## config.mk

```make
export PLATFORM = sky130hd
export DESIGN_NAME = cc_arbiter
export DESIGN_NICKNAME = d
export VERILOG_FILES = /design/src/rtl/cc_arbiter.sv
export SDC_FILE = /design/constraint.sdc
export NUM_CORES = 1
export LEC_CHECK = 0
export ABC_AREA = 1
export BUFFER_PORTS_ARGS = -buffer_cell sky130_fd_sc_hd__buf_2
export CAP_MARGIN = 20
export CORE_UTILIZATION = 48
export CTS_CLUSTER_SIZE = 12
export DETAILED_ROUTE_END_ITERATION = 10
export HOLD_SLACK_MARGIN = 0.06
export PLACE_DENSITY = 0.84
export SYNTH_ARGS = -nofsm -noshare
export SYNTH_HDL_FRONTEND = slang
export SYNTH_SLANG_ARGS = --single-unit
```

## constraint.sdc

```tcl
create_clock -name CLK -period 2.78 [get_ports CLK]
set_input_delay 0.278 -clock CLK [delete_from_list [all_inputs] [get_ports CLK]]
set_output_delay 0.278 -clock CLK [all_outputs]
set_load 0.005 [all_outputs]
```

## src/rtl/cc_arbiter.sv

```systemverilog
// cc_arbiter: round-robin two-port arbiter and sequencer in front of the serial convolution core.
// Define CCARB_TIMEOUT_EN to revoke a grant that sees no input burst within TIMEOUT cycles.
module cc_arbiter #(
  parameter int MAX_LEN = 9,
  parameter int TIMEOUT = 16
) (
  input  logic               CLK,
  input  logic               RESET,
  input  logic               REQ0,
  input  logic               REQ1,
  output logic               GNT0,
  output logic               GNT1,
  input  logic               IN_VALID0,
  input  logic               IN_VALID1,
  input  logic               MODE0,
  input  logic               MODE1,
  input  logic signed [7:0]  IN_A0,
  input  logic signed [7:0]  IN_A1,
  input  logic signed [7:0]  IN_B0,
  input  logic signed [7:0]  IN_B1,
  output logic               OUT_VALID0,
  output logic               OUT_VALID1,
  output logic signed [18:0] OUT0,
  output logic signed [18:0] OUT1,
  output logic               BUSY,
  output logic               ERR,
  output logic               CC_IN_VALID,
  output logic               CC_MODE,
  output logic signed [7:0]  CC_IN_A,
  output logic signed [7:0]  CC_IN_B,
  input  logic               CC_OUT_VALID,
  input  logic signed [18:0] CC_OUT
);
  localparam int CW = $clog2(MAX_LEN + 1);
  typedef enum logic [2:0] {IDLE, GRANT, STREAM, WAIT_OUT, GAP} state_t;
  state_t state, state_nxt;
  logic owner, owner_nxt, last, seen, seen_nxt;
  logic fwd, first, err_nxt, tmo_hit, pick, rte, granted_nxt;
  logic req_o, in_v_o, mode_o;
  logic signed [7:0] a_o, b_o;
  logic [CW-1:0] count, count_nxt;
  assign req_o = owner ? REQ1 : REQ0;
  assign in_v_o = owner ? IN_VALID1 : IN_VALID0;
  assign mode_o = owner ? MODE1 : MODE0;
  assign a_o = owner ? IN_A1 : IN_A0;
  assign b_o = owner ? IN_B1 : IN_B0;
  // Prefer the requester that did not own the previous job.
  assign pick = (last ? REQ0 : REQ1) ? ~last : last;
  assign rte = state inside {GRANT, STREAM, WAIT_OUT};
  assign granted_nxt = state_nxt inside {GRANT, STREAM, WAIT_OUT};
  assign BUSY = state != IDLE;
`ifdef CCARB_TIMEOUT_EN
  localparam int TW = $clog2(TIMEOUT);
  logic [TW-1:0] tmo;
  assign tmo_hit = tmo == TW'(TIMEOUT - 1);
  always_ff @(posedge CLK) tmo <= (RESET || state != GRANT) ? '0 : tmo + 1'b1;
`else
  assign tmo_hit = 1'b0;
`endif
  always_comb begin
    state_nxt = state;
    owner_nxt = owner;
    count_nxt = count;
    fwd = 1'b0;
    first = 1'b0;
    err_nxt = 1'b0;
    case (state)
      IDLE: if (REQ0 || REQ1) begin
        state_nxt = GRANT;
        owner_nxt = pick;
      end
      GRANT: if (in_v_o) begin
        fwd = 1'b1;
        first = 1'b1;
        count_nxt = CW'(1);
        state_nxt = STREAM;
      end else if (!req_o) state_nxt = GAP;
      else if (tmo_hit) begin
        err_nxt = 1'b1;
        state_nxt = GAP;
      end
      STREAM: if (!in_v_o) state_nxt = WAIT_OUT;
      else if (count == CW'(MAX_LEN)) begin
        err_nxt = 1'b1;
        state_nxt = WAIT_OUT;
      end else begin
        fwd = 1'b1;
        count_nxt = count + 1'b1;
      end
      WAIT_OUT: if (seen && !CC_OUT_VALID) state_nxt = GAP;
      GAP: begin
        state_nxt = IDLE;
        count_nxt = '0;
      end
      default: state_nxt = IDLE;
    endcase
    seen_nxt = (state == STREAM || state == WAIT_OUT) && (seen || CC_OUT_VALID);
  end
  always_ff @(posedge CLK) begin
    if (RESET) begin
      state <= IDLE;
      owner <= 1'b0;
      last <= 1'b1;
      count <= '0;
      seen <= 1'b0;
      GNT0 <= 1'b0;
      GNT1 <= 1'b0;
      ERR <= 1'b0;
      CC_IN_VALID <= 1'b0;
      CC_MODE <= 1'b0;
      CC_IN_A <= '0;
      CC_IN_B <= '0;
      OUT_VALID0 <= 1'b0;
      OUT_VALID1 <= 1'b0;
      OUT0 <= '0;
      OUT1 <= '0;
    end else begin
      state <= state_nxt;
      owner <= owner_nxt;
      count <= count_nxt;
      seen <= seen_nxt;
      if (state == GAP) last <= owner;
      GNT0 <= granted_nxt && !owner_nxt;
      GNT1 <= granted_nxt && owner_nxt;
      ERR <= err_nxt;
      CC_IN_VALID <= fwd;
      CC_MODE <= first && mode_o;
      CC_IN_A <= fwd ? a_o : '0;
      CC_IN_B <= fwd ? b_o : '0;
      OUT_VALID0 <= rte && !owner && CC_OUT_VALID;
      OUT_VALID1 <= rte && owner && CC_OUT_VALID;
      OUT0 <= (rte && !owner) ? CC_OUT : '0;
      OUT1 <= (rte && owner) ? CC_OUT : '0;
    end
  end
endmodule

```

==> results.py, run 1 <==
metrics = {
    "grt": {
        "grt_pass1_wl_mm": 8.26,
        "antenna_found_initial": 0,
        "grt_pass1_vias": 1900,
        "grt_max_degree": 21,
        "grt_util_all_layers": 0.206,
        "grt_overflow_total": 0,
    },
    "clock_network": {
        "cts_tree": "yes",
        "cts-root-buf": "clkbuf_8",
        "cts_hold_buf": 0,
        "cts_setup_buffers": 0,
        "cts_resized": 0,
        "htree_num_levels": 3,
        "cts_made_buffers": 9,
        "cts_sinks": 71,
        "cts_max_path_buffers": 2,
        "clkLatencyLatePin_ns": 0.34,
        "clk_pin_slew_ns": 0.08,
    },
    "route": {
        "drtIter0Drc": 84,
        "drcViolationCount": 0,
        "dr.pass1.iters": 4,
        "wl_mm": 5.45,
        "ant_nets": 0,
        "post_drt_wl_per_cell_um": 11.3,
        "vias": 2198,
        "viasPerCell": 4.56,
    },
    "place": {
        "dp_slack_ns": 1.03,
        "dp_hpwl_mm": 4.04,
        "portBuffers": 121,
        "place_congestion": 0.840,
    },
    "floorplanning": {
        "fp.dieW_um": 72.6,
        "io_pins": 122,
        "start_util": 0.503,
        "core_area_mm2": 0.00475,
        "rows": 25,
        "fp.dieArea_mm2": 0.00527,
        "die_y_um": 72.6,
    },
    "sta": {
        "setup_viol": 0,
        "hold_viol": 0,
        "drv_slew": 0,
        "layout_min_cycle_time_ns": 1.73,
        "relSlewSlack": 0.497,
        "finalClockSkew_ns": 0.0113,
        "setup_tns_ns": 0,
        "hold_ws_ns": 0.174,
        "max_freq_mhz": 576,
        "period_share": 0.624,
        "worst_pin_slew_ns": 0.753,
        "finalWorstSetupSlack_ns": 1.05,
        "rsz0062_at_grt": "false",
    },
    "synthesis": {
        "synth_nets": 348,
        "synthesis.instances": 286,
        "ys.warnings.count": 0,
        "synth.top_cell.area_share": 0.594,
        "yosysSeqAreaShare": 0.594,
        "synth.cell_area_mm2": 0.00239,
        "ys_seq_elements": 71,
        "synth_top_cell_by_area": "dfxtp_1",
        "ys_top_cells_by_area": "dfxtp_1 59%, nand2_1 9.6%, nor2_1 9.1%",
        "avgSynthCellArea_um2": 8.36,
        "synthDistinctLibCells": 22,
    },
    "worst_setup_path": {
        "criticalPathCategory": "reg2reg",
        "cp_max_fo": 17,
        "crit_path_cell_trace": "buf_4, o21ai_2, o21ai_1, o21ai_2, nand2_2, a21oi_1",
        "cp_common_cell": "o21ai_2",
        "worst-path-buf-inv": 1,
        "r2r_cells": 6,
        "start_kind": "flip-flop",
        "cp_num_cells": 6,
        "cpLargestDelayFamily": "compound AO/OA/AOI/OAI gates",
        "max_stage_delay_ns": 0.38,
        "crit_required_ns": 3.05,
        "end_kind": "flip-flop",
        "cp_data_arrival_time_ns": 2.00,
        "critPathSlowestCell": "dfxtp_1",
    },
    "status": {
        "run_status": "finished, final reports clean",
    },
    "min_path": {
        "hold_path_class": "in2reg",
        "whs_path_depth": 3,
    },
    "cells_and_area": {
        "area_growth_pct": 37.7,
        "drive_above_1_share": 0.371,
        "layout.nets": 472,
        "n_fill_cell": 369,
        "antenna_cells": 0,
    },
    "run": {
        "maxCapViolations": 0,
    },
    "power": {
        "cellPowerDensity_mw_per_mm2": 742,
        "fin_total_pwr_mw": 2.44,
        "ir_drop_mv": 0.483,
        "leakagePower_nw": 1.83,
    },
}
==> cells by family (layout without fill, tap and decap cells) <==
kind of cell,Yosys count,after routing,share of synthesized area
XOR/XNOR,2,2,0.00732
flip-flops,71,71,0.594
AO/OA/AOI/OAI,33,33,0.0894
adder cells (fa/ha/maj),2,2,0.0105
buffers and inverters,44,173,0.0753
AND/OR/NAND/NOR,134,134,0.223
==> synth_stat cells <==
library cell   n
dfxtp_1       71
nand4_2        1
nor3_1         2
buf_6          1
o21a_1         1
ha_1           2
o211a_1        1
o21ai_1        1
inv_1         34
nand2_2        2
nor2_2         1
buf_2          6
nor2_1        58
nor4_1         1
a21oi_1       15
clkbuf_1       3
o21ai_2        2
xor2_1         2
nand3_1        8
o21ai_0        4
nand2_1       61
a21oi_2        9
==> metal layers <==
| layer | track usage | part of all wire |
|---|---|---|
| met1 | 0.236 | 0.43 |
| met2 | 0.353 | 0.47 |
| met3 | 0.0580 | 0.083 |
| met4 | 0.105 | 0.015 |
| met5 | 0 | 0 |
==> worst min-delay path, cell delays in order <==
cell and delay, ns:
buf_2 0.08, inv_1 0.04, nor2_1 0.08
==> sequential cells by signal, indices dropped and copies added, names as in the netlist <==
name	count
count	4
state	3
owner	1
CC_IN_VALID	1
OUT_VALID0	1
OUT0	19
CC_IN_A	8
ERR	1
CC_MODE	1
GNT1	1
GNT0	1
last	1
seen	1
OUT1	19
CC_IN_B	8
OUT_VALID1	1
==> final timing paths <==
kind	startpoint	end	slack [ns]
hold / removal	CC_OUT[3]	OUT1[3]$_SDFF_PP0_	0.17
setup reg to reg	owner$_SDFF_PP0_	CC_IN_B[0]$_SDFF_PP0_	1.05
setup / recovery	owner$_SDFF_PP0_	CC_IN_B[0]$_SDFF_PP0_	1.05
hold reg to reg	last$_SDFFE_PP1N_	last$_SDFFE_PP1N_	0.50
==> layout by cell type, fill, tap and decap left out, drive strengths merged <==
cell type / instances
a21oi: 24
buf: 123
bufinv: 3
clkbuf: 9
clkinv: 1
dfxtp: 71
ha: 2
inv: 37
nand2: 63
nand3: 8
nand4: 1
nor2: 59
nor3: 2
nor4: 1
o211a: 1
o21a: 1
o21ai: 7
xor2: 2
==> final cells by class <==
class | instances | area [µm²] | share of cell area
sequential | 71 | 1420 | 0.432
multi-input combinational | 171 | 791 | 0.240
timing repair buffer | 123 | 621 | 0.188
inverter | 34 | 128 | 0.0388
clock inverter | 7 | 125 | 0.0380
clock buffer | 9 | 124 | 0.0376
tap | 67 | 83.8 | 0.0255
==> power breakdown <==
group	switching [mW]	total [mW]	internal, mW
Combinational	0.196	0.326	0.130
Clock	0.399	1.01	0.607
Sequential	0.0299	1.11	1.08
==> metrics by stage <==
| step | instance area [µm²] | utilization | instances |
|---|---|---|---|
| final | 3290 | 0.693 | 482 |
| after global routing | 3290 | 0.693 | 482 |
| after CTS | 3290 | 0.693 | 482 |
| after detailed placement | 3040 | 0.640 | 466 |
| after global placement | 3040 | 0.640 | 466 |
| after floorplan | 2390 | - | 286 |
No activity file was read; power rests on OpenSTA's default activity.
==> inputs of run 2 (changes only) <==
- ABC_AREA: 1 -> 0
- CORE_UTILIZATION: 48 -> 41
- PLACE_DENSITY: 0.84 -> 0.75
- clock period: 2.78 -> 1.59 ns (I/O delays scaled with it)
==> run 2 against run 1 <==
  * Via count down 2.0%
  * Power is 56% higher
  * Clock skew down 0.0017 ns
  * Synthesized cell count down 23%
  * Wire length increased by 8.0%
  * Worst hold slack worse by 0.091 ns
  * Critical path type is now in2reg
  * Largest power group unchanged
==> results.py, run 2 <==
metrics = {
    "status": {
        "run_status": "finished, final reports clean",
    },
    "clock_network": {
        "clkLatencyLatePin_ns": 0.34,
        "htree_num_levels": 3,
        "clk_pin_slew_ns": 0.08,
        "cts_sinks": 71,
        "cts_tree": "yes",
        "cts-root-buf": "clkbuf_8",
        "cts_made_buffers": 9,
        "cts_setup_buffers": 0,
        "cts_max_path_buffers": 2,
    },
    "synthesis": {
        "synth.cell_area_mm2": 0.00249,
        "synth.top_cell.area_share": 0.571,
        "ys.warnings.count": 0,
        "yosysMostFrequentCell": "dfxtp_1",
        "synth_ff_type": "dfxtp_1",
        "synth_commonest_cells": "71 x dfxtp_1, 40 x and2_1, 18 x mux2i_1",
        "synthesis.instances": 221,
        "synth_top_cell_by_area": "dfxtp_1",
        "synth_nets": 283,
        "yosysSeqAreaShare": 0.571,
        "synthArstFlopShare": 0,
        "ys_top_cells_by_area": "dfxtp_1 57%, and2_1 10%, mux2i_1 7.2%",
        "synth_edf_count": 0,
        "synthDistinctLibCells": 37,
        "avgSynthCellArea_um2": 11.3,
        "ys_seq_elements": 71,
    },
    "min_path": {
        "hold_path_class": "in2reg",
        "whs_path_depth": 3,
        "hold_start": "IN_A0[2]",
    },
    "route": {
        "post_drt_wl_per_cell_um": 12.6,
        "wl_mm": 5.89,
        "drcViolationCount": 0,
        "ant_nets": 0,
        "dr.pass1.iters": 4,
        "drtIter0Drc": 35,
        "vias": 2155,
        "viasPerCell": 4.61,
    },
    "grt": {
        "grt_max_degree": 21,
        "grt_overflow_total": 0,
        "grt_pass1_vias": 2095,
        "grt_pass1_wl_mm": 9.14,
        "grt_util_all_layers": 0.191,
        "antenna_found_initial": 0,
    },
    "sta": {
        "relSlewSlack": 0.715,
        "setup_viol": 0,
        "max_freq_mhz": 639,
        "hold_viol": 0,
        "setup_tns_ns": 0,
        "rsz0062_at_grt": "true",
        "worst_pin_slew_ns": 0.426,
        "finalClockSkew_ns": 0.00963,
        "layout_min_cycle_time_ns": 1.57,
        "hold_ws_ns": 0.0833,
        "drv_slew": 0,
        "period_share": 0.984,
    },
    "power": {
        "swShare": 0.269,
        "p_switching_mw": 1.02,
        "fin_total_pwr_mw": 3.80,
        "p_clk_frac": 0.329,
        "cellPowerDensity_mw_per_mm2": 1010,
        "combPwrFrac": 0.165,
        "leakagePower_nw": 1.80,
        "pwr-share-seq": 0.506,
        "ir_drop_mv": 0.520,
        "p_int_mw": 2.78,
    },
    "run": {
        "maxCapViolations": 0,
    },
    "floorplanning": {
        "io_pins": 122,
        "fp.dieW_um": 79.9,
        "rows": 28,
        "fp.dieArea_mm2": 0.00639,
        "start_util": 0.423,
        "die_y_um": 79.9,
        "core_area_mm2": 0.00589,
    },
    "cells_and_area": {
        "fin_cells": 467,
        "mostFrequentLayoutCells": "121 x buf_2, 68 x dfxtp_1, 40 x and2_1",
        "area_growth_pct": 50.8,
        "layout.nets": 449,
        "drive_above_1_share": 0.439,
        "post-route-util": 0.638,
        "largestRegisters": "OUT0 (19), OUT1 (19)",
        "final_common_cell": "buf_2",
        "n_fill_cell": 471,
        "antenna_cells": 0,
    },
    "worst_setup_path": {
        "r2r_start": "state[0]$_SDFF_PP0_",
        "end_kind": "flip-flop",
        "cp_max_fo": 17,
        "criticalPathCategory": "in2reg",
        "start_kind": "input pin",
        "r2r_slack_ns": 0.07,
        "crit_path_start": "RESET",
        "crit_required_ns": 1.86,
        "r2r_cells": 4,
        "cp_data_arrival_time_ns": 1.84,
    },
    "place": {
        "place_congestion": 0.803,
        "placed_cells": 416,
        "dp_hpwl_mm": 3.77,
        "portBuffers": 121,
    },
}
## run 2: cell count changes in the layout (fill, tap and decap cells not counted), sizes merged, moves of 19 or more
cell | previous run | this run
a21oi | 24 | 1
inv | 37 | 5
nor2 | 59 | 23
mux2i | 0 | 19
and2 | 0 | 40
dlygate4sd3 | 0 | 35
nand2 | 63 | 3
## run 2: timing repair
item                                    in CTS  in global routing
hold buffers                                35                  0
endpoints found under the hold margin       48                  0
endpoints found under the setup margin       0                 20
gates resized for setup                      0                 11
## run 2: logic make-up (layout without fill, tap and decap cells)
logic type               after synthesis  after routing  share of synthesized area
AO/OA/AOI/OAI                         13             13                     0.0432
AND/OR/NAND/NOR                       99             99                      0.252
multiplexers                          20             20                     0.0824
adder cells (fa/ha/maj)                2              2                     0.0100
buffers and inverters                 16            187                     0.0417
flip-flops                            71             71                      0.571
## run 2: final timing paths
path / endpoint
hold reg to reg: seen$_SDFF_PP0_
hold / removal: CC_IN_A[2]$_SDFF_PP0_
setup reg to reg: CC_IN_B[6]$_SDFF_PP0_
setup / recovery: CC_IN_B[6]$_SDFF_PP0_
## run 2: power groups by stage
stage                     Sequential, mW  Combinational [mW]  Clock, mW
after floorplan                     1.96               0.305          0
after global placement              1.95               0.519          0
after detailed placement            1.96               0.529          0
after CTS                           1.91               0.608       1.29
after global routing                1.94               0.691       1.38
final                               1.92               0.629       1.25
## run 2: cell type report
| class | count | area (µm²) | area share |
|---|---|---|---|
| Multi-Input combinational cell | 134 | 1000 | 0.267 |
| Sequential cell | 71 | 1430 | 0.380 |
| Tap cell | 75 | 93.8 | 0.0250 |
| Clock inverter | 7 | 47.5 | 0.0127 |
| Clock buffer | 9 | 124 | 0.0330 |
| Timing Repair Buffer | 167 | 1050 | 0.279 |
| Inverter | 4 | 15.0 | 0.00400 |
## run 2: stage by stage
step                      instance area, µm²  setup WS [ns]
after detailed placement                3190         0.0663
after CTS                               3710         0.0115
final                                   3750         0.0249
after floorplan                         2490         0.0217
after global placement                  3190          0.110
after global routing                    3750        -0.0236
## run 2: routing by layer
metal  vias up  GRT usage  part of all wire  wire (µm)
met5         -          0                 0          0
met4         0     0.0804             0.017         98
met3        12     0.0731             0.078        461
met2        98      0.338              0.50       2950
met1       979      0.202              0.40       2380
li1       1066          -                 -          -
## run 2: worst max-delay path, cell delays in order
cell	delay [ns]
dlygate4sd3_1	0.53
buf_2	0.16
or2_4	0.26
or3_4	0.56
nor2_1	0.16
